===== src/rtl/ctrl_pkg.sv =====
// Shared encodings for the multicycle controller: FSM states, opcodes,
// ALU operation codes and datapath mux selects.
package ctrl_pkg;

  typedef enum logic [3:0] {
    S_FETCH    = 4'd0,
    S_DECODE   = 4'd1,
    S_MEMADR   = 4'd2,
    S_MEMREAD  = 4'd3,
    S_MEMWB    = 4'd4,
    S_MEMWRITE = 4'd5,
    S_EXECR    = 4'd6,
    S_EXECI    = 4'd7,
    S_ALUWB    = 4'd8,
    S_BRANCH   = 4'd9,
    S_JAL      = 4'd10,
    S_FAULT    = 4'd11
  } state_e;

  localparam logic [6:0] OP_LOAD   = 7'b0000011;
  localparam logic [6:0] OP_STORE  = 7'b0100011;
  localparam logic [6:0] OP_RTYPE  = 7'b0110011;
  localparam logic [6:0] OP_ITYPE  = 7'b0010011;
  localparam logic [6:0] OP_BRANCH = 7'b1100011;
  localparam logic [6:0] OP_JAL    = 7'b1101111;

  localparam logic [1:0] ALU_ADD = 2'b00;
  localparam logic [1:0] ALU_SUB = 2'b01;
  localparam logic [1:0] ALU_AND = 2'b10;
  localparam logic [1:0] ALU_OR  = 2'b11;

  localparam logic [1:0] SRCA_PC    = 2'b00;
  localparam logic [1:0] SRCA_OLDPC = 2'b01;
  localparam logic [1:0] SRCA_RD1   = 2'b10;

  localparam logic [1:0] SRCB_RD2  = 2'b00;
  localparam logic [1:0] SRCB_IMM  = 2'b01;
  localparam logic [1:0] SRCB_FOUR = 2'b10;

  localparam logic [1:0] RES_ALUOUT = 2'b00;
  localparam logic [1:0] RES_RDATA  = 2'b01;
  localparam logic [1:0] RES_ALURES = 2'b10;

  localparam logic [1:0] IMM_I = 2'b00;
  localparam logic [1:0] IMM_S = 2'b01;
  localparam logic [1:0] IMM_B = 2'b10;
  localparam logic [1:0] IMM_J = 2'b11;

endpackage


===== src/rtl/alu_dec.sv =====
// Combinational ALU operation decode for R-type and I-type arithmetic;
// flags any funct3 outside add/sub/and/or as illegal.
module alu_dec
  import ctrl_pkg::*;
(
  input  logic [2:0] funct3_i,
  input  logic       funct7b5_i,
  input  logic       is_rtype_i,
  output logic [1:0] alu_control_o,
  output logic       illegal_o
);

  always_comb begin
    alu_control_o = ALU_ADD;
    illegal_o     = 1'b0;
    case (funct3_i)
      3'b000:  alu_control_o = (is_rtype_i && funct7b5_i) ? ALU_SUB : ALU_ADD;
      3'b111:  alu_control_o = ALU_AND;
      3'b110:  alu_control_o = ALU_OR;
      default: illegal_o     = 1'b1;
    endcase
  end

endmodule


===== src/rtl/mc_controller.sv =====
// Multicycle RISC-V style control unit: Moore FSM sequencing fetch, decode,
// memory, ALU, branch and jal steps, with a sticky fault state.
module mc_controller
  import ctrl_pkg::*;
(
  input  logic       clk_i,
  input  logic       rst_ni,
  input  logic [6:0] op_i,
  input  logic [2:0] funct3_i,
  input  logic       funct7b5_i,
  input  logic [2:0] alu_flags_i,
  input  logic       mem_ready_i,
  output logic [1:0] alu_control_o,
  output logic [1:0] alu_src_a_o,
  output logic [1:0] alu_src_b_o,
  output logic [1:0] result_src_o,
  output logic [1:0] imm_src_o,
  output logic       pc_write_o,
  output logic       ir_write_o,
  output logic       reg_write_o,
  output logic       mem_write_o,
  output logic       adr_src_o,
  output logic       retire_o,
  output logic       fault_o
);

  state_e     state_q, state_d;
  logic [1:0] dec_alu_control;
  logic       dec_illegal;
  logic       zero_flag;
  logic       flags_unused;

  assign zero_flag    = alu_flags_i[2];
  assign flags_unused = ^alu_flags_i[1:0];

  alu_dec u_alu_dec (
    .funct3_i      (funct3_i),
    .funct7b5_i    (funct7b5_i),
    .is_rtype_i    (state_q == S_EXECR),
    .alu_control_o (dec_alu_control),
    .illegal_o     (dec_illegal)
  );

  always_ff @(posedge clk_i or negedge rst_ni) begin
    if (!rst_ni) state_q <= S_FETCH;
    else         state_q <= state_d;
  end

  always_comb begin
    state_d       = state_q;
    alu_control_o = ALU_ADD;
    alu_src_a_o   = SRCA_PC;
    alu_src_b_o   = SRCB_RD2;
    result_src_o  = RES_ALUOUT;
    pc_write_o    = 1'b0;
    ir_write_o    = 1'b0;
    reg_write_o   = 1'b0;
    mem_write_o   = 1'b0;
    adr_src_o     = 1'b0;
    retire_o      = 1'b0;
    fault_o       = 1'b0;
    case (state_q)
      S_FETCH: begin
        alu_src_b_o  = SRCB_FOUR;
        result_src_o = RES_ALURES;
        if (mem_ready_i) begin
          ir_write_o = 1'b1;
          pc_write_o = 1'b1;
          state_d    = S_DECODE;
        end
      end
      S_DECODE: begin
        alu_src_a_o = SRCA_OLDPC;
        alu_src_b_o = SRCB_IMM;
        case (op_i)
          OP_LOAD, OP_STORE: state_d = S_MEMADR;
          OP_RTYPE:          state_d = S_EXECR;
          OP_ITYPE:          state_d = S_EXECI;
          OP_BRANCH:         state_d = S_BRANCH;
          OP_JAL:            state_d = S_JAL;
          default:           state_d = S_FAULT;
        endcase
      end
      S_MEMADR: begin
        alu_src_a_o = SRCA_RD1;
        alu_src_b_o = SRCB_IMM;
        state_d     = (op_i == OP_LOAD) ? S_MEMREAD : S_MEMWRITE;
      end
      S_MEMREAD: begin
        adr_src_o = 1'b1;
        if (mem_ready_i) state_d = S_MEMWB;
      end
      S_MEMWB: begin
        result_src_o = RES_RDATA;
        reg_write_o  = 1'b1;
        retire_o     = 1'b1;
        state_d      = S_FETCH;
      end
      S_MEMWRITE: begin
        adr_src_o   = 1'b1;
        mem_write_o = 1'b1;
        if (mem_ready_i) begin
          retire_o = 1'b1;
          state_d  = S_FETCH;
        end
      end
      S_EXECR, S_EXECI: begin
        alu_src_a_o   = SRCA_RD1;
        alu_src_b_o   = (state_q == S_EXECR) ? SRCB_RD2 : SRCB_IMM;
        alu_control_o = dec_alu_control;
        state_d       = dec_illegal ? S_FAULT : S_ALUWB;
      end
      S_ALUWB: begin
        reg_write_o = 1'b1;
        retire_o    = 1'b1;
        state_d     = S_FETCH;
      end
      // Only beq/bne are supported; any other compare traps.
      S_BRANCH: begin
        alu_src_a_o   = SRCA_RD1;
        alu_control_o = ALU_SUB;
        case (funct3_i)
          3'b000: begin
            pc_write_o = zero_flag;
            retire_o   = 1'b1;
            state_d    = S_FETCH;
          end
          3'b001: begin
            pc_write_o = ~zero_flag;
            retire_o   = 1'b1;
            state_d    = S_FETCH;
          end
          default: state_d = S_FAULT;
        endcase
      end
      S_JAL: begin
        alu_src_a_o = SRCA_OLDPC;
        alu_src_b_o = SRCB_FOUR;
        pc_write_o  = 1'b1;
        state_d     = S_ALUWB;
      end
      S_FAULT: fault_o = 1'b1;
      default: state_d = S_FETCH;
    endcase
    // Reset masks the decode so nothing leaks out while the state register is forced.
    if (!rst_ni) begin
      alu_control_o = ALU_ADD;
      alu_src_a_o   = SRCA_PC;
      alu_src_b_o   = SRCB_RD2;
      result_src_o  = RES_ALUOUT;
      pc_write_o    = 1'b0;
      ir_write_o    = 1'b0;
      reg_write_o   = 1'b0;
      mem_write_o   = 1'b0;
      adr_src_o     = 1'b0;
      retire_o      = 1'b0;
      fault_o       = 1'b0;
    end
  end

  always_comb begin
    imm_src_o = IMM_I;
    case (op_i)
      OP_STORE:  imm_src_o = IMM_S;
      OP_BRANCH: imm_src_o = IMM_B;
      OP_JAL:    imm_src_o = IMM_J;
      default:   imm_src_o = IMM_I;
    endcase
  end

endmodule


===== config.mk =====
export PLATFORM = sky130hd
export DESIGN_NAME = mc_controller
export DESIGN_NICKNAME = d
export VERILOG_FILES = /design/src/rtl/ctrl_pkg.sv /design/src/rtl/alu_dec.sv /design/src/rtl/mc_controller.sv
export SDC_FILE = /design/constraint.sdc
export NUM_CORES = 1
export LEC_CHECK = 0
export ABC_CLOCK_PERIOD_IN_PS = 1950
export CAP_MARGIN = 20
export CORE_MARGIN = 2
export CORE_UTILIZATION = 50
export CTS_BUF_LIST = sky130_fd_sc_hd__clkbuf_2
export CTS_CLUSTER_SIZE = 24
export DETAILED_ROUTE_END_ITERATION = 8
export DONT_BUFFER_PORTS = 1
export GPL_ROUTABILITY_DRIVEN = 0
export PLACE_DENSITY = 0.77
export SETUP_SLACK_MARGIN = 0.15
export SLEW_MARGIN = 10
export SYNTH_ARGS = -nofsm -noshare
export SYNTH_HDL_FRONTEND = slang
export SYNTH_SLANG_ARGS = --single-unit

===== constraint.sdc =====
create_clock -name clk_i -period 1.95 [get_ports clk_i]
set_input_delay 0.2925 -clock clk_i [delete_from_list [all_inputs] [get_ports clk_i]]
set_output_delay 0.2925 -clock clk_i [all_outputs]
set_load 0.01 [all_outputs]

==> impl.org <==
** Critical path
- At the worst endpoint, the required time is 1.66 ns.
- Register-to-Register Setup Slack :: 0.25 ns
- Counting cells, the worst reg-to-reg path comes to 6.
- Kind of capture point of the worst setup path :: output pin
- CP Class :: flop to output pin
- Startpoint kind of the worst setup timing path :: flop
- The startpoint identified for the worst register-to-register timing path is state_q[3].
- Arrival time worst endpoint :: 1.46 ns
- Worst Setup SP :: state_q[2]
- In this run the worst path has a maximum fanout of 12.
- End of the worst register-to-register path :: state_q[0]

** Die
- The core region is 1270 sq um.
- Initial core utilization :: 0.528
- Row cnt :: 13
- From bottom edge to top edge, the die measures 40.6 microns.
- X dimension of the die :: 40.6 microns
- The die covers 1650 sq um.
- Ports placed on the boundary :: 34

** Route
- Total vias in the final route :: 787
- In the routed layout, each cell is associated on average with a via count of 6.84.
- Number of detailed-route iterations in the first pass :: 4
- DR DRC count :: 0
- Routed WL :: 1.94 mm
- Routed Antenna Nets :: 0
- In this run, the number of DRC markers left after iteration 0 of detailed routing was 25.
- Detail-routed net length per standard cell :: 16.9 microns

** Clocking
- Level count of the clock H-tree :: 1
- In this run, CTS created clock tree buffers numbering 3.
- Num Clock Sinks :: 4
- CTS placed an instance of clkbuf_2 at the clock tree root.
- Counting along the longest clock path gives a buffer depth of 2.
- The later pin in the worst-skew pair is clocked with a latency of 0.21 ns.
- Clock-pin slew was measured on the worst setup and hold paths at 0.04 ns.
- TritonCTS clock tree :: yes

** Power
- For this design the static power due to leakage is 0.280 nW.
- Sequential cell fraction of total power :: 0.226
- Of the total power, the share spent switching nets is 0.536.
- P_int :: 530 uW
- In this run the power spent charging and discharging nets is 611 uW.
- Of the total power, the clock network draws 0.066.
- Power density relative to cell area :: 1480 nW/um^2
- Peak supply drop :: 0.000906 V
- The share of total power dissipated in combinational logic is 0.708.

** Placed design
- Cell Area, Placed :: 688 sq um
- Setup slack at placement :: 0.283 ns
- HPWL after detailed placement :: 1.35 mm
- PortBufs :: 0

** Worst hold path
- The worst hold path passes through 2 cells.
- In this run the most critical hold path is launched from mem_ready_i.
- The worst hold path terminates at state_q[2].
- The path class of the tightest hold or removal check is input port to flop.

** STA
- Hold_ws :: 0.320 ns
- Period minus WS final :: 1.75 ns
- Final hold violations :: 0
- Minimum setup slack in the final design :: 0.196 ns
- Setup repair after global routing could not meet its margin everywhere.
- Adding up every negative setup slack in the final design gives 0 ns.
- Number of max-slew violations in the final report :: 0
- For the pin with the worst max-slew slack, the measured transition is 0.510 ns.
- Slew Limit Headroom :: 0.657
- Final setup viols :: 0
- Layout Skew :: 0.00865 ns
- Of the available clock period, the critical path in the final layout requires 0.900.
- For this run, the top clock speed supported by timing is 570 MHz.

** Logic synthesis
- Async S/R FF share, synth :: 1.00
- Post-synthesis cell type count :: 43
- Part of the Yosys area used for sequential elements :: 0.150
- Number of flops mapped to enable cells by yosys :: 0
- The synthesized design contains 4 register bits.
- Number of nets in the synthesized netlist :: 112
- Library cell occupying the most area in the post-synthesis netlist :: dfrtp_1
- Of the post-synthesis cell area, the dominant cell type holds 0.150.
- Total of warnings raised by yosys :: 0
- Synthesized instance count :: 95
- Most used DFF post-synth :: dfrtp_1
- Largest cells by area after synthesis :: dfrtp_1, nand3_1, nor3_1
- In this run the cell area of the synthesized design comes to 669 sq um.
- After synthesis, the mean cell area works out to 7.05 sq um.

** Global routing
- For met1 alone, demand over resource in global routing was 0.296.
- Entering global routing, the biggest net connects 17 pins.
- Wire length of the first global-routing pass :: 2.69 mm
- For met2 alone, demand over resource in global routing was 0.421.
- The initial antenna violation count is 0.
- The layer flagged by global routing as most heavily used is met2.
- GR Overflow Total :: 0
- Across every metal layer, demand over resource in global routing totals 0.249.
- For this run, global-route usage on met3 was measured as 0.0667.
- The number of global-route vias before repair is 648.

** Final layout
- # fillers :: 136
- Ranked by flip-flop count, first place goes to state_q.
- Compared with the post-synthesis result, the final layout area differs by 15.3%.
- Largest registers ranked by flip-flop count :: state_q (4)
- The register with the most flip-flops in the layout has 4 of them.
- Fraction of final layout cells sized beyond drive strength 1 :: 0.280
- Total Nets Final :: 119
- Post-route design area :: 772 sq um
- The repair_antennas step left the layout with diodes totalling 0.

** Flow run
- Max-cap violations in this run came to 0.

** Run status
- Status :: completed
## worst max path at each step
| stage | end | depth (start not counted) |
|---|---|---|
| after detailed placement | retire_o | 4 |
| after global placement | retire_o | 4 |
| final | fault_o | 3 |
| after global routing | alu_src_b_o[1] | 3 |
| after floorplan | retire_o | 4 |
| after CTS | retire_o | 4 |
## power groups by stage
stage / logic, mW / clock network (mW) / registers, mW
final: 0.808 / 0.0751 / 0.258
after global routing: 0.886 / 0.0887 / 0.265
after CTS: 0.696 / 0.0792 / 0.272
after detailed placement: 0.678 / 0 / 0.261
after global placement: 0.663 / 0 / 0.258
after floorplan: 0.661 / 0 / 0.153
## layout make-up
class	instances	area, sq um	share of cell area
multi-input combinational	81	556	0.720
tap	15	18.8	0.0243
inverter	4	15.0	0.0194
sequential	4	105	0.136
clock buffer	3	15.0	0.0194
timing repair buffer	8	62.6	0.0810
## worst max-delay path, stage by stage, from the launching register on
cell and delay (ns):
dfrtp_2 0.50, buf_4 0.19, nand2b_1 0.21, nor3_1 0.35
## per-stage QoR
step,std cells,power (mW),utilization
after floorplan,95,0.814,-
after detailed placement,109,0.940,0.542
after global placement,109,0.921,0.542
final,115,1.14,0.608
after global routing,115,1.24,0.608
after CTS,113,1.05,0.571
## cell usage in the layout, fill, tap and decap left out, drive strengths merged, types with 2 or more instances in the layout
| cell | count |
|---|---|
| xnor2 | 4 |
| nand3 | 8 |
| a21oi | 5 |
| xor2 | 2 |
| o21ai | 3 |
| a22oi | 2 |
| o22ai | 2 |
| a31oi | 3 |
| o21a | 2 |
| nor3 | 8 |
| and3 | 3 |
| buf | 7 |
| nor2 | 9 |
| nand2 | 4 |
| clkbuf | 3 |
| nand2b | 4 |
| dfrtp | 4 |
| nand3b | 2 |
| inv | 4 |
| a21boi | 2 |
## cells by family after synthesis
family                    synth area share
and+or+nand+nor                      0.413
AOI/OAI and AO/OA                    0.280
buffers and inverters               0.0785
xor gates and xnor gates            0.0785
DFF                                  0.150
## cell usage after synthesis, types with 2 or more instances
| cell type | count |
|---|---|
| and3_1 | 3 |
| nand2b_1 | 4 |
| inv_1 | 2 |
| o21ai_0 | 3 |
| nand3_1 | 8 |
| nor2_1 | 8 |
| o21a_1 | 2 |
| a21oi_1 | 5 |
| nand3b_1 | 2 |
| xnor2_1 | 4 |
| a31oi_1 | 3 |
| dfrtp_1 | 4 |
| nand2_1 | 4 |
| a22oi_1 | 2 |
| o22ai_1 | 2 |
| xor2_1 | 2 |
| buf_2 | 3 |
| nor3_1 | 8 |
| inv_2 | 2 |
## per-layer routing
metal,up-vias,routed length (microns)
li1,370,-
met3,4,180
met5,-,0
met4,0,23
met2,61,963
met1,352,770
## what timing repair did
action / in CTS / in global routing
setup endpoints to repair: 5 / 10
setup buffers: 0 / 2
pin swaps: 1 / 3
resized for setup: 5 / 9
hold endpoints to repair: 4 / 0
hold buffers: 1 / 0
Note: power is estimated with default switching activity, not from simulation.
